### src/rtl/mux_rr_sel_arbiter.sv
// Round-robin select generator for a 4:1 bit mux with per-grant burst limit and valid/ready handshake.
// Arbitration takes one cycle (req in N -> sel/busy in N+1); sel is frozen while a grant is active, and stalls hold the grant.
module mux_rr_sel_arbiter #(
    parameter int MAX_BURST = 4
) (
    input  logic       clk,
    input  logic       rst,
    input  logic [3:0] req,
    input  logic       out_ready,
    output logic [1:0] sel,
    output logic       out_valid,
    output logic [3:0] ack,
    output logic       busy
);

    localparam logic [7:0] BURST_LIM = 8'(MAX_BURST);

    typedef enum logic {
        IDLE,
        GRANT
    } state_t;

    state_t     state, state_nx;
    logic [1:0] sel_nx;
    logic [1:0] last_grant, last_grant_nx;
    logic [7:0] beat_cnt, beat_cnt_nx;
    logic [1:0] winner;
    logic       found;
    logic [1:0] idx;

    // Search upward from the channel after the previous winner, wrapping mod 4.
    always_comb begin
        winner = 2'd0;
        found  = 1'b0;
        idx    = 2'd0;
        for (int k = 1; k <= 4; k++) begin
            idx = last_grant + 2'(k);
            if (!found && req[idx]) begin
                winner = idx;
                found  = 1'b1;
            end
        end
    end

    always_comb begin
        state_nx      = state;
        sel_nx        = sel;
        last_grant_nx = last_grant;
        beat_cnt_nx   = beat_cnt;
        out_valid     = 1'b0;
        ack           = 4'b0000;
        busy          = 1'b0;
        case (state)
            IDLE: begin
                if (found) begin
                    sel_nx      = winner;
                    beat_cnt_nx = 8'd0;
                    state_nx    = GRANT;
                end
            end
            GRANT: begin
                busy      = 1'b1;
                out_valid = req[sel];
                if (out_valid && out_ready) begin
                    ack[sel]    = 1'b1;
                    beat_cnt_nx = beat_cnt + 8'd1;
                    if (beat_cnt + 8'd1 == BURST_LIM) begin
                        beat_cnt_nx   = 8'd0;
                        last_grant_nx = sel;
                        state_nx      = IDLE;
                    end
                end else if (!req[sel]) begin
                    // Requester withdrew (after its last beat, or before any): give up the grant.
                    beat_cnt_nx   = 8'd0;
                    last_grant_nx = sel;
                    state_nx      = IDLE;
                end
            end
            default: state_nx = IDLE;
        endcase
    end

    always_ff @(posedge clk or posedge rst) begin
        if (rst) begin
            state      <= IDLE;
            sel        <= 2'b00;
            last_grant <= 2'b11;
            beat_cnt   <= 8'd0;
        end else begin
            state      <= state_nx;
            sel        <= sel_nx;
            last_grant <= last_grant_nx;
            beat_cnt   <= beat_cnt_nx;
        end
    end

endmodule
### config.mk
export PLATFORM = sky130hd
export DESIGN_NAME = mux_rr_sel_arbiter
export DESIGN_NICKNAME = d
export VERILOG_FILES = /design/src/rtl/mux_rr_sel_arbiter.sv
export SDC_FILE = /design/constraint.sdc
export NUM_CORES = 1
export LEC_CHECK = 0
export CAP_MARGIN = 20
export CORE_UTILIZATION = 54
export CTS_CLUSTER_DIAMETER = 150
export DETAILED_ROUTE_END_ITERATION = 8
export GPL_ROUTABILITY_DRIVEN = 0
export GPL_TIMING_DRIVEN = 0
export PLACE_DENSITY = 0.84
export SLEW_MARGIN = 40
export SYNTH_ARGS = -nofsm -noshare
export SYNTH_HDL_FRONTEND = slang
export SYNTH_SLANG_ARGS = --single-unit
### constraint.sdc
create_clock -name clk -period 3.92 [get_ports clk]
set_input_delay 0.784 -clock clk [delete_from_list [all_inputs] [get_ports clk]]
set_output_delay 0.784 -clock clk [all_outputs]
set_load 0.1 [all_outputs]
==> results of run 1 <==
## cells in the mapped netlist (2+ instances only)
| library cell | count | area [um2] |
|---|---|---|
| o21ai_0 | 8 | 40.0 |
| nor2b_1 | 3 | 18.8 |
| o31ai_1 | 2 | 15.0 |
| and2_1 | 2 | 12.5 |
| nor2_1 | 5 | 18.8 |
| or4_1 | 2 | 15.0 |
| dfrtp_1 | 11 | 275 |
| o211ai_1 | 4 | 30.0 |
| nand3_1 | 2 | 10.0 |
| inv_1 | 4 | 15.0 |
| or3_1 | 2 | 12.5 |
| a21oi_1 | 2 | 10.0 |
| nand2b_1 | 3 | 18.8 |
| nand2_1 | 17 | 63.8 |
| dfstp_2 | 2 | 52.6 |
| nor3_1 | 2 | 10.0 |
| nand4_1 | 2 | 12.5 |
| mux2_2 | 2 | 22.5 |
## registers in the layout, summed over array words and instances, names as in the netlist
signal	count
state	1
sel	2
last_grant	2
beat_cnt	8
## metrics by stage
stage	setup WS, ns	util (%)	cell area [um2]
after floorplan	-0.0325	-	823
after global placement	0.100	72.8	982
after detailed placement	0.775	69.8	942
after CTS	0.772	71.7	968
after global routing	0.719	71.7	968
final	0.771	71.7	968
## cells by family after synthesis
kind of cell	after synthesis	share of synthesized area, %
simple gates	48	32.9
compound gates	20	16.0
mux	3	5.58
flops	13	40.6
buf+inv	5	2.32
xor+xnor	1	1.09
fa+ha+maj	1	1.55
## final cells by class
class / instances / area [um2] / area share (%)
Multi-Input combinational cell: 73 / 477 / 49.2
Timing Repair Buffer: 14 / 100 / 10.3
Buffer: 1 / 3.75 / 0.388
Clock buffer: 4 / 26.3 / 2.71
Tap cell: 15 / 18.8 / 1.94
Sequential cell: 13 / 328 / 33.9
Inverter: 4 / 15.0 / 1.55
## worst register-to-register path, cell delays in order (launching register included)
cell and delay [ns]:
dfrtp_1 0.41, ha_1 0.26, or4b_1 0.48, o31ai_1 0.32, nand2_1 0.14, mux2_2 0.30
## worst max path at each step
stage | from | to | slack, ns
floorplan | state$_DFF_PP0_ | ack[0] | -0.03
global placement | req[3] | out_valid | 0.10
detailed placement | req[3] | out_valid | 0.77
CTS | req[3] | out_valid | 0.77
global route | req[3] | out_valid | 0.72
finish | req[3] | out_valid | 0.77
## power breakdown
part / internal [uW] / leakage (uW) / total [uW] / switching, uW
clock network: 39.5 / 0.0000150 / 81.4 / 42.0
registers: 173 / 0.000166 / 220 / 46.8
logic: 102 / 0.000214 / 388 / 287
total: 314 / 0.000394 / 689 / 375
## layer usage
layer  part of all wire (%)  up-vias  track usage [%]
li1                       -      369                -
met1                     49      354             32.3
met2                     44       16             35.3
met3                    5.2        4             8.15
met4                    1.4        0             5.00
met5                      0        -                0
==> summary.md, run 1 <==
| Metric | Value |
|---|---|
| Worst-Skew Late Latency | `0.28 ns` |
| Most frequent cells in the layout | `nand2_1, dfrtp_1, o21ai_0, buf_2, clkdlybuf4s50_1` |
| Worst-path clk slew | `around 0.070 ns` |
| HP Start | `beat_cnt[1]$_DFFE_PP0P_` |
| Leak | `between 0.0003 and 0.0004 uW` |
| Yosys warnings | `0` |
| Final nets | `118` |
| Final hold slack | `approximately 0.56 ns` |
| Clock skew | `0.0121 ns` |
| Worst R2R End | `last_grant[1]$_DFFE_PP1P_` |
| Final Hold Viols | `0` |
| Die X | `40.7 um` |
| Minimum clock period | `roughly 3.1 ns` |
| 1st-pass router iterations | `4` |
| DRT antenna net count | `0` |
| Crit path cell chain | `clkdlybuf4s50_1 > mux4_2 > and2_2 > buf_2` |
| Vias in the first global route | `586` |
| Most used DFF post-synth | `dfrtp_1` |
| Critical path class | `input pin to primary output` |
| CTS H-tree lvls | `1` |
| Max-slew violations | `0` |
| Critical-path maximum fanout | `6` |
| Crit path largest cell delay | `slightly below 0.6 ns` |
| Worst EP required | `approximately 3.1 ns` |
| Distinct cell type count after synthesis | `34` |
| Starting Density | `between 50% and 60%` |
| Synth Area per Inst | `~9 um2` |
| Status | `complete, no violations` |
| Synth async-reset ratio | `100%` |
| Post-cts repair resize count | `0` |
| Worst Tran Pin Value | `approximately 0.51 ns` |
| Overall Global Routing Usage | `a little under a quarter` |
| Die Ht | `around 41 um` |
| Clk root buf | `clkbuf_4` |
| CP arrival | `about 2.4 ns` |
| Largest net degree at the start of global routing | `14` |
| Power Total | `689 uW` |
| Max_cap viols | `0` |
| Mapped Area | `approximately 810 um2` |
| CP bufs+invs | `2` |
| Placed cells | `120` |
| Worst reg-to-reg path cell count | `5` |
| Core area | `roughly 0.0014 mm2` |
| Die ar. | `~0.0017 mm2` |
| Hold Path End | `beat_cnt[1]$_DFFE_PP0P_` |
| Hold WC Path Type | `flop to flop` |
| Final cell count without fillers | `124` |
| #FFs+latches synth | `13` |
| Final setup viols | `0` |
| First DRT Iteration DRCs | `21` |
| Worst r2r src | `beat_cnt[0]$_DFFE_PP0P_` |
| Fmax | `318 MHz` |
| Seq/Total Area, Yosys | `40.6%` |
| Syn_nets | `a little under 100` |
| Fillcell total | `110` |
| Gr ovfl total | `0` |
| IO Port Bufs | `14` |
| PwrDens | `slightly above 700 mW/mm2` |
| Proportion of layout cells with a drive suffix above 1 | `between 20 and 25%` |
| Setup TNS | `0 ns` |
| Max VDD drop | `about 0.45 mV` |
| Top cell family by delay on the critical path | `buffers and inverters` |
| CTS Buf Count | `3` |
| Post-route clock period utilization | `between 80% and 90%` |
| CP Capture Type | `primary output` |
| Hold path depth | `2` |
| Post-CTS Setup Bufs | `0` |
| Antenna violations before repair | `0` |
| CTS max path bufs | `2` |
| Hold Buf Count CTS | `0` |
| Ant. Diodes | `0` |
| Final WL | `1630 um` |
| RSZ-0062 raised after global routing | `no` |
| CP startpoint kind | `input pin` |
| Final HPWL DP | `about 1200 um` |
| First-pass GRT wire length | `approximately 2500 um` |
| DR WL/cell | `13.2 um` |
| Crit-path slowest cell | `mux4_2` |
| WP depth | `4` |
| Mapped Cells | `91` |
| Number of flops mapped to enable cells by yosys | `0` |
| Commonest non-fill, non-tap cell in the layout | `nand2_1` |
| Io pins | `15` |
| Worst reg-to-reg setup slack | `between 1.5 and 2 ns` |
| DRC viols | `0` |
| Area delta synth->final | `20.0%` |
| CTS Sinks | `13` |
| Max_slew headroom | `around two thirds` |
| Via density | `5.99` |
| Vias | `about 740` |
| CTS tree | `built` |
| Rows | `13` |
Note: power is estimated with default switching activity, not from simulation.
==> run 2: changes to the inputs <==
--- a/config.mk
+++ b/config.mk
@@ -6,12 +6,12 @@
 export NUM_CORES = 1
 export LEC_CHECK = 0
 export CAP_MARGIN = 20
-export CORE_UTILIZATION = 54
+export CORE_UTILIZATION = 45
 export CTS_CLUSTER_DIAMETER = 150
 export DETAILED_ROUTE_END_ITERATION = 8
 export GPL_ROUTABILITY_DRIVEN = 0
 export GPL_TIMING_DRIVEN = 0
-export PLACE_DENSITY = 0.84
+export PLACE_DENSITY = 0.75
 export SLEW_MARGIN = 40
 export SYNTH_ARGS = -nofsm -noshare
 export SYNTH_HDL_FRONTEND = slang
==> constraint.sdc (replaced) <==
create_clock -name clk -period 2.8 [get_ports clk]
set_input_delay 0.56 -clock clk [delete_from_list [all_inputs] [get_ports clk]]
set_output_delay 0.56 -clock clk [all_outputs]
set_load 0.1 [all_outputs]
==> run 2 against run 1 <==
Die area increased by 19%; count of clock-buffer cells in the layout unchanged; clock skew decreased by 0.0096 ns; sequential power increased by 48%; non-clock buffer count unchanged; wire length increased by 11%.
==> summary.md, run 2 (same netlist as run 1, synthesis figures left out) <==
| Metric | Value |
|---|---|
| Top flop regs | `beat_cnt (8), last_grant (2), sel (2)` |
| Clk root buf | `clkbuf_4` |
| CP arrival | `between 2 and 2.5 ns` |
| Area delta synth->final | `24.7%` |
| CTS max path bufs | `2` |
| First DRT Iteration DRCs | `17` |
| CTS tree | `built` |
| IO Port Bufs | `14` |
| Pint | `447 uW` |
| First-pass GRT wire length | `approximately 3000 um` |
| WL met3 | `between 60 and 70 um` |
| Final WL | `approximately 1800 um` |
| 1st-pass router iterations | `4` |
| Most frequent cells in the layout | `nand2_1, dfrtp_1, o21ai_0, buf_2, clkdlybuf4s50_1` |
| Proportion of layout cells with a drive suffix above 1 | `24.8%` |
| Status | `complete, no violations` |
| Largest net degree at the start of global routing | `14` |
| Largest Register | `beat_cnt` |
| RSZ-0062 raised after global routing | `no` |
| Via density | `around 5.6` |
| Combinational group share of total power | `a little under three fifths` |
| Vias | `750` |
| Worst EP required | `about 2.2 ns` |
| CTS H-tree lvls | `1` |
| Worst-path clk slew | `approximately 0.080 ns` |
| Commonest non-fill, non-tap cell in the layout | `nand2_1` |
| CTS Sinks | `13` |
| DRC viols | `0` |
| Largest register FFs | `8` |
| Die ar. | `0.00197 mm2` |
| Io pins | `15` |
| CP startpoint kind | `input pin` |
| Max_cap viols | `0` |
| Top Layer Used | `met4` |
| Met1 wire length | `a little under 900 um` |
| Core area | `about 0.0016 mm2` |
| Hold Buf Count CTS | `0` |
| Overall Global Routing Usage | `between 20% and 30%` |
| Setup TNS | `0 ns` |
| Multi-input logic area | `500 um2` |
| Worst Tran Pin Value | `~0.56 ns` |
| Final nets | `around 120` |
| Final setup viols | `0` |
| Sw frac | `a little under three fifths` |
| Gr ovfl total | `0` |
| CTS Buf Count | `3` |
| Max_slew headroom | `about 62%` |
| Antenna violations before repair | `0` |
| Seq pwr share | `~32%` |
| Clock power frac | `between 10% and 20%` |
| Hold WC Path Type | `flop to flop` |
| Clock skew | `~0.0025 ns` |
| CP Capture Type | `primary output` |
| PwrDens | `approximately 1000 mW/mm2` |
| Final instance area | `approximately 0.0010 mm2` |
| Rows | `14` |
| Starting Density | `around 50%` |
| Max-slew violations | `0` |
| Post-route clock period utilization | `98.0%` |
| Critical-path maximum fanout | `6` |
| Max VDD drop | `~0.7 mV` |
| Minimum clock period | `~2.7 ns` |
| Die Ht | `approximately 44 um` |
| Die X | `around 44 um` |
| DR WL/cell | `~14 um` |
| Sw power | `approximately 560 uW` |
| Post-cts repair resize count | `0` |
| Critical path class | `input pin to primary output` |
| Final HPWL DP | `roughly 1400 um` |
| Worst-Skew Late Latency | `roughly 0.28 ns` |
| Met2 routed wirelength | `847 um` |
| Leak | `between 0.0004 and 0.0005 uW` |
| Ant. Diodes | `0` |
| DRT antenna net count | `0` |
| DP Area | `a little under 0.001 mm2` |
| Register Area | `between 300 and 400 um2` |
| Vias in the first global route | `650` |
| Post-CTS Setup Bufs | `0` |
| Fillcell total | `between 100 and 150` |
| Final Hold Viols | `0` |
| Fmax | `365 MHz` |
[run 2: cell counts in the layout (fill, tap and decap cells not counted)]
No cell type changed its count.
[run 2: routing by layer]
metal,GRT usage [%],up-vias
li1,-,367
met1,31.1,368
met2,29.7,13
met3,6.12,2
met4,3.64,0
met5,0,-
[run 2: worst paths after layout]
check	from	end	slack (ns)	cells past startpoint
setup / recovery	req[3]	out_valid	0.06	4
hold / removal	beat_cnt[1]$_DFFE_PP0P_	beat_cnt[1]$_DFFE_PP0P_	0.56	2
setup reg to reg	beat_cnt[0]$_DFFE_PP0P_	last_grant[0]$_DFFE_PP1P_	0.80	5
hold reg to reg	beat_cnt[1]$_DFFE_PP0P_	beat_cnt[1]$_DFFE_PP0P_	0.56	2
max in group asynchronous	rst	sel[1]$_DFFE_PP0P_	1.86	2
min in group asynchronous	rst	beat_cnt[6]$_DFFE_PP0P_	0.59	2
[run 2: power groups by stage]
| stage | registers [uW] | clock network (uW) | logic [uW] |
|---|---|---|---|
| 6_report | 325 | 121 | 558 |
| 5_1_grt | 334 | 127 | 592 |
| 4_1_cts | 324 | 121 | 560 |
| 3_5_place_dp | 328 | 0 | 558 |
| 3_3_place_gp | 324 | 0 | 585 |
| 2_1_floorplan | 458 | 0 | 324 |
[run 2: critical path, stage by stage]
cell             delay [ns]
clkdlybuf4s50_1        0.52
mux4_2                 0.60
and2_2                 0.22
buf_2                  0.28
[run 2: final cells by class]
class | count | share of cell area, %
Timing Repair Buffer | 14 | 9.95
Tap cell | 24 | 2.99
Buffer | 1 | 0.373
Clock buffer | 4 | 2.61
Inverter | 4 | 1.49
Multi-Input combinational cell | 73 | 49.8
Sequential cell | 13 | 32.8
[run 2: per-stage QoR]
stage | std cells | power [uW] | hold slack (ns) | setup slack (ns) | utilization (%)
after floorplan | 91 | 782 | 0.435 | -0.00977 | -
after global placement | 129 | 909 | 0.515 | -0.588 | 64.0
after detailed placement | 129 | 887 | 0.539 | 0.0819 | 61.5
after CTS | 133 | 1010 | 0.559 | 0.0760 | 63.1
after global routing | 133 | 1050 | 0.607 | 0.0128 | 63.1
final | 133 | 1000 | 0.562 | 0.0573 | 63.1
==> patch: new RTL, settings of run 1 <==
Make the reset (`rst`) synchronous in one clocked block.
--- a/src/rtl/mux_rr_sel_arbiter.sv
+++ b/src/rtl/mux_rr_sel_arbiter.sv
@@ -80,7 +80,7 @@
         endcase
     end
 
-    always_ff @(posedge clk or posedge rst) begin
+    always_ff @(posedge clk) begin
         if (rst) begin
             state      <= IDLE;
             sel        <= 2'b00;
Formal check against the unedited RTL: differs if rst is asserted again (counterexample within 4 cycles, from zero or initial values and one cycle with rst high); with rst held inactive, the same outputs for 10 cycles.
==> patch against run 1 <==
  * Sequential cell count stayed put
  * Wire length is 28% higher
  * Design area is 3.5% higher
  * Count of clock-buffer cells in the layout stayed put
  * Setup slack better by 0.024 ns
  * Critical path depth unchanged
  * Non-clock buffer count grew 2
  * Maximum frequency rose by 0.75%
  * Area after synthesis grew 7.3%
  * Critical path type unchanged
  * Largest cell class unchanged
  * Highest routed layer unchanged
Power is not compared: it rests on default switching activity, and its combinational part moved more than twofold at a synthesized area within 25%.
==> patch: results (changes against run 1) <==
metric,value,unit,change
number of global-route vias before repair,769,,+31%
share of the yosys chip area belonging to registers,0.3006,,-0.1056
status,completed,,
total track usage,0.2482,,+0.01432
Crit. Startpoint,req[1],,
registers with the most flip-flops,"beat_cnt (8), last_grant (2), sel (2)",,
share of final-layout standard cells stronger than drive strength 1,0.1732,,-0.04696
Hold WS,0.4832,ns,-0.07347 ns
Post-synth EDFFs,0,,unchanged
first-pass GRT wire length,3332,um,+35%
TritonCTS buffer count,3,,unchanged
Min-Delay Endpoint,beat_cnt[0],,
post-cts gate resize count,0,,unchanged
beginning of the worst hold path,beat_cnt[0],,
Placement Setup Slack,0.8329,ns,+0.05795 ns
postcts setup bufs,0,,unchanged
leading post-synthesis cells by cell area,"dfxtp_1 30%, a21oi_1 5.8%, nand2b_1 5.1%",,
buffer depth of the longest clock path,2,,unchanged
worst hold path depth,1,,-1
list of most frequent post-synthesis cells,"13 x dfxtp_1, 10 x a21oi_1, 10 x nand2_1, 9 x nor2_1",,
arrival time at the worst endpoint,2.34,ns,-0.02 ns
Yosys warning total,0,,unchanged
largest driver fanout on the critical path,7,,+1
Setup CP Type,in -> out,,
IO Port Bufs,13,,-1
FF-to-FF setup slack,2.18,ns,+0.25 ns
initial antenna violation count,0,,unchanged
Synthesized Nets,118,,+19%
Filler Cells Inserted,139,,+26%
Layout Nets,136,,+15%
critical register-to-register path startpoint,beat_cnt[0],,
via count of the routed design,895,,+20%
number of vias per cell after detailed routing,6.259,,+4.5%
worst clock skew,0.01769,ns,+0.005614 ns
Clock Latency Late Sink,0.28,ns,about the same
average wire per standard cell,14.56,um,+11%
worst r2r path cells,5,,unchanged
end of the worst register-to-register path,last_grant[0],,
worst-case vdd ir drop,0.0002181,V,
count of mapped cells out of synthesis,110,,+21%
count of cell types in the netlist,38,,+12%
worst hold-check path type,reg -> reg,,
Worst-path clk slew,0.09,ns,+0.02 ns
share of flip-flops with an asynchronous set or reset after synthesis,0,,-1.000
DRT iter0 DRCs,43,,+100%
pin count of the biggest net entering global routing,11,,-3
Worst Max-Slew Pin Slew,0.5551,ns,+0.04354 ns
dpl hpwl,1483,um,+21%
detailed-router iteration count before antenna repair,4,,unchanged
[patch: final cells by class]
type	instances	area share
clock buffer	4	0.02622
tap	16	0.01998
inverter	7	0.02622
multi-input combinational	86	0.5568
buffer	4	0.02122
timing repair buffer	13	0.08989
sequential	13	0.2597
[patch: where the power goes]
| group | internal (uW) | switching [uW] |
|---|---|---|
| clock network | 39.5 | 44.3 |
| registers | 138 | 5.62 |
| logic | 33.4 | 85.2 |
| total | 211 | 135 |
[patch: worst max-delay path by stage]
stage | end | slack [ns] | cells past startpoint
after floorplan | ack[2] | -0.42 | 3
after detailed placement | out_valid | 0.83 | 4
after global placement | out_valid | 0.15 | 4
final | out_valid | 0.79 | 4
after CTS | out_valid | 0.82 | 4
after global routing | out_valid | 0.75 | 4
[patch: logic make-up (layout without fill, tap and decap cells)]
| family | Yosys count | after routing | synth area share |
|---|---|---|---|
| AOI/OAI and AO/OA | 31 | 31 | 0.2558 |
| adders and majority gates | 1 | 1 | 0.01445 |
| buffers and inverters | 11 | 28 | 0.05492 |
| DFF | 13 | 13 | 0.3006 |
| muxes | 4 | 4 | 0.05202 |
| and+or+nand+nor | 50 | 50 | 0.3223 |
[patch: critical path, cell delays in order]
cell	delay, ns
clkdlybuf4s50_1	0.61
mux2i_1	0.19
o22ai_2	0.27
buf_2	0.49
[patch: metrics by stage]
stage,cell area [um2],total power (uW)
after CTS,1002,347.3
after detailed placement,975.9,263.9
final,1002,346.3
after global placement,1016,266.6
after floorplan,865.8,239.1
after global routing,1002,362.0
[patch: routing by layer]
metal	vias to the layer above	routed length (um)	global-route usage
met1	396	910	0.3370
li1	442	-	-
met4	0	38	0.08750
met5	-	0	0
met2	51	950	0.3688
met3	6	183	0.08621
